<file path="src/rtl/serial_word_capture.sv">
// Reassembles WIDTH-bit words from a qualified serial stream (LS395A carry output),
// with frame-start sync, truncated-frame detection and a valid/ack handoff with overrun.
module serial_word_capture #(
    parameter int WIDTH     = 8,
    parameter bit MSB_FIRST = 1'b1
) (
    input  logic                       iClk,
    input  logic                       iClr_n,
    input  logic                       iSER,
    input  logic                       iShift,
    input  logic                       iSync,
    input  logic                       iAck,
    input  logic                       iClrErr,
    output logic [WIDTH-1:0]           oData,
    output logic                       oValid,
    output logic [$clog2(WIDTH+1)-1:0] oBitCnt,
    output logic                       oBusy,
    output logic                       oOverrun,
    output logic                       oFrameErr
);

    localparam int CNT_W = $clog2(WIDTH+1);
    localparam logic [CNT_W-1:0] LAST_CNT = CNT_W'(WIDTH - 1);

    typedef enum logic {
        IDLE  = 1'b0,
        SHIFT = 1'b1
    } state_t;

    state_t             state_q,     state_d;
    logic [WIDTH-1:0]   shreg_q,     shreg_d;
    logic [CNT_W-1:0]   cnt_q,       cnt_d;
    logic [WIDTH-1:0]   data_q,      data_d;
    logic               valid_q,     valid_d;
    logic               overrun_q,   overrun_d;
    logic               frame_err_q, frame_err_d;

    logic [WIDTH-1:0]   appended;
    logic [WIDTH-1:0]   first_bit;
    logic               complete;

    always_comb begin
        // NOTE: every signal assigned here gets a default first so no path leaves it unassigned (no latches).
        state_d     = state_q;
        shreg_d     = shreg_q;
        cnt_d       = cnt_q;
        data_d      = data_q;
        valid_d     = valid_q;
        overrun_d   = overrun_q;
        frame_err_d = frame_err_q;
        complete    = 1'b0;

        // The first bit of a frame sits where subsequent shifts will carry it to its final slot.
        if (MSB_FIRST) begin
            appended  = {shreg_q[WIDTH-2:0], iSER};
            first_bit = {{(WIDTH-1){1'b0}}, iSER};
        end else begin
            appended  = {iSER, shreg_q[WIDTH-1:1]};
            first_bit = {iSER, {(WIDTH-1){1'b0}}};
        end

        if (iClrErr) begin
            overrun_d   = 1'b0;
            frame_err_d = 1'b0;
        end

        if (iShift) begin
            unique case (state_q)
                IDLE: begin
                    if (iSync) begin
                        shreg_d = first_bit;
                        cnt_d   = CNT_W'(1);
                        state_d = SHIFT;
                    end
                end
                SHIFT: begin
                    if (iSync) begin
                        // Completion always returns to IDLE, so a sync seen here truncates a frame.
                        frame_err_d = 1'b1;
                        shreg_d     = first_bit;
                        cnt_d       = CNT_W'(1);
                    end else if (cnt_q == LAST_CNT) begin
                        complete = 1'b1;
                        shreg_d  = appended;
                        cnt_d    = '0;
                        state_d  = IDLE;
                    end else begin
                        shreg_d = appended;
                        cnt_d   = cnt_q + CNT_W'(1);
                    end
                end
                default: state_d = IDLE;
            endcase
        end

        if (complete) begin
            if (!valid_q || iAck) begin
                data_d  = appended;
                valid_d = 1'b1;
            end else begin
                overrun_d = 1'b1;
            end
        end else if (iAck && valid_q) begin
            valid_d = 1'b0;
        end
    end

    // Falling edge matches the upstream LS395A, so each bit is taken before it shifts away.
    always_ff @(negedge iClk or negedge iClr_n) begin
        if (!iClr_n) begin
            state_q     <= IDLE;
            shreg_q     <= '0;
            cnt_q       <= '0;
            data_q      <= '0;
            valid_q     <= 1'b0;
            overrun_q   <= 1'b0;
            frame_err_q <= 1'b0;
        end else begin
            // NOTE: non-blocking assignments so every flop samples pre-edge values.
            state_q     <= state_d;
            shreg_q     <= shreg_d;
            cnt_q       <= cnt_d;
            data_q      <= data_d;
            valid_q     <= valid_d;
            overrun_q   <= overrun_d;
            frame_err_q <= frame_err_d;
        end
    end

    assign oData     = data_q;
    assign oValid    = valid_q;
    assign oBitCnt   = cnt_q;
    assign oBusy     = (state_q == SHIFT);
    assign oOverrun  = overrun_q;
    assign oFrameErr = frame_err_q;

endmodule

</file>
<file path="config.mk">
export PLATFORM = sky130hd
export DESIGN_NAME = serial_word_capture
export DESIGN_NICKNAME = d
export VERILOG_FILES = /design/src/rtl/serial_word_capture.sv
export SDC_FILE = /design/constraint.sdc
export NUM_CORES = 1
export LEC_CHECK = 0
export ABC_AREA = 1
export BUFFER_PORTS_ARGS = -buffer_cell sky130_fd_sc_hd__buf_4
export CAP_MARGIN = 20
export CORE_MARGIN = 5
export CORE_UTILIZATION = 25
export DETAILED_ROUTE_END_ITERATION = 16
export PLACE_DENSITY_LB_ADDON = 0.15
export SLEW_MARGIN = 20
export SYNTH_ARGS = -nofsm -noshare
export SYNTH_HDL_FRONTEND = slang
export SYNTH_SLANG_ARGS = --single-unit
</file>
<file path="constraint.sdc">
create_clock -name iClk -period 1.9 [get_ports iClk]
set_clock_uncertainty 0.1 [all_clocks]
set_input_delay 0.285 -clock iClk [delete_from_list [all_inputs] [get_ports iClk]]
set_output_delay 0.285 -clock iClk [all_outputs]
set_load 0.05 [all_outputs]
</file>
==> impl_metrics.yaml <==
detailed_routing:
  viasPerCell: 4.273
  antenna_left: 0
  wl_um: 2330
  drtIter0Drc: 40
  route.detailed.drc: 0
  wl_per_cell_um: 11.15
  vias: 893
  drtPass1Iterations: 4
synth:
  synth.most_common_cell: "nand2_1"
  synthesis.nets: 117
  synth.area.top_cells: "dfrtn_1, nand2_1, nand4_1, inv_1, o22ai_1"
  synthCells: 109
  synth.distinct_cells: 15
  yosysSeqAreaShare_pct: 57.36
  synth_edf_count: 0
  netlist_top_cells_count: "nand2_1, dfrtn_1, inv_1, nand4_1, nor2_1"
  synthFlopType: "dfrtn_1"
  synth_top_area_cell: "dfrtn_1"
  syn_avg_cell_area_um2: 9.206
  synthArstFlopShare_pct: 100.0
  synth_top_area_share_pct: 57.36
  syn_area_um2: 1003
  yosys_warnings: 0
  synth_seq_cells: 23
clocking:
  cts_made_buffers: 3
  clkTransAtPathRegs_ns: 0.06
  cts_max_path_buffers: 2
  cts_tree: "yes"
  hold_buffers: 0
  h-tree-depth: 1
  cts.sinks: 23
  clockRootBuffer: "clkbuf_8"
  clk_latency_ns: 0.28
timing:
  rsz0062_at_grt: "true"
  slew_headroom_pct: 79.55
  drv_slew: 0
  finalSetupTns_ns: -4.863
  finalHoldViolations: 0
  setup_viol: 16
  setup_ws_ns: -0.3104
  worst_slew_pin_slew_ns: 0.3067
pwr:
  power_density_nw_per_um2: 1041
  finalPower_mw: 1.601
  ir_drop_mv: 0.4626
  p_leak_nw: 0.8105
critical_path:
  start_kind: "register"
  cpPeakStageDelay_ns: 0.43
  path_class: "register to output pin"
  worst_path_max_delay_cell: "dfrtn_1"
  crit_path_end_kind: "output pin"
  r2r_slack_ns: 0.37
  crit_arrival_ns: 1.83
  crit_required_ns: 1.51
  path_cells: "buf_6"
  crit_family: "flip-flops"
  crit_fanout: 2
  cp_num_buf_inv: 1
global_routing:
  gr-total-overflow: 0
  antenna_found_initial: 0
  grt_start_max_net_pins: 24
  track_usage_pct: 9.753
  grt_pass1_vias: 923
  grt_pass1_wl_um: 4064
die:
  num_rows: 23
  die_area_um2: 5381
  start_util_pct: 25.45
  coreArea_um2: 3943
  fp.dieW_um: 73.36
  io_pins: 23
  die_y_um: 73.36
outcome:
  run_status: "finished, violations left"
  violations: "setup timing"
final_layout:
  regArea_um2: 575.6
  layout.nets: 168
  area_growth_syn_to_layout_pct: 53.24
  drive_gt1_share_pct: 38.36
  insertedDiodeCount: 0
  fillCellCount: 407
  multi_input_area_um2: 364.1
place:
  dp_hpwl_um: 1743
  portBuffers: 22
  routabilityCongestion: 0.7341
worst_hold_path:
  hp-class: "register to register"
run:
  max_cap_violations: 0
[metal layers]
metal,up-vias,GRT usage [%],wire length [um]
met5,-,0,0
met2,18,16.19,1136
met3,5,2.189,100
li1,453,-,-
met4,0,5.433,57
met1,417,11.58,1035
[final timing paths]
check | from | cells after the start | endpoint
worst max-delay path | oBusy | 1 | oBusy
worst min-delay path | shreg_q[6] | 2 | shreg_q[6]
worst max register to register | oBitCnt[0] | 7 | oData[6]
worst min register to register | shreg_q[6] | 2 | shreg_q[6]
max in group asynchronous | iClr_n | 1 | oData[7]
min in group asynchronous | iClr_n | 1 | oBitCnt[2]
[what timing repair did]
action                                  CTS  global route
endpoints found under the setup margin   16            16
buffers inserted                          5             4
gates resized for setup                  16             0
pin swaps                                 0             0
hold endpoints to repair                  0             0
[per-stage QoR]
step	cells	hold WS (ns)	cell area (um2)	util (%)	setup slack, ns
after floorplan	109	0.3139	1018	-	-0.1832
after detailed placement	196	0.3310	1364	34.59	-0.2026
final	209	0.3405	1538	39.00	-0.3104
after CTS	205	0.3444	1508	38.24	-0.3256
after global placement	196	0.3274	1364	34.59	-0.1967
after global routing	209	0.3638	1538	39.00	-0.3539
[cell type report]
type                    count  share of cell area (%)
clock buffers               3                   2.685
clock inverters             1                  0.3255
inverters                  13                   3.173
multi-input cells          70                   23.68
flip-flops and latches     23                   37.43
well taps                  50                   4.068
repair buffers             49                   28.64
[worst min-delay path, stage by stage (launching register included)]
cell and delay [ns]:
dfrtn_1 0.42, nand2_1 0.05, o21ai_0 0.06
[power breakdown]
| group | switching [mW] | total (mW) | internal [mW] |
|---|---|---|---|
| clock network | 0.166 | 0.313 | 0.147 |
| registers | 0.0437 | 0.608 | 0.564 |
| logic | 0.396 | 0.680 | 0.284 |
| total | 0.606 | 1.60 | 0.995 |
[cells by family after synthesis]
logic type / after synthesis / synth area share [%]
flip-flops: 23 / 57.36
buffers and inverters: 16 / 7.606
AND/OR/NAND/NOR: 59 / 27.80
AO/OA/AOI/OAI: 10 / 5.985
adder cells (fa/ha/maj): 1 / 1.247
[flip-flops by register name (all words and copies together) (netlist names)]
name,flops
oData,8
shreg_q,7
oBitCnt,4
oBusy,1
oFrameErr,1
oOverrun,1
oValid,1
[cell usage in the layout, fill, tap and decap left out, drive strengths merged]
| cell | netlist | layout |
|---|---|---|
| clkbuf | 0 | 3 |
| o22ai | 5 | 5 |
| nand3 | 4 | 4 |
| nand2 | 38 | 38 |
| nand4 | 9 | 9 |
| nor2 | 8 | 8 |
| o21ai | 5 | 5 |
| dfrtn | 23 | 23 |
| buf | 3 | 49 |
| clkinv | 0 | 1 |
| inv | 13 | 13 |
| ha | 1 | 1 |
Note: power is estimated with default switching activity, not from simulation.
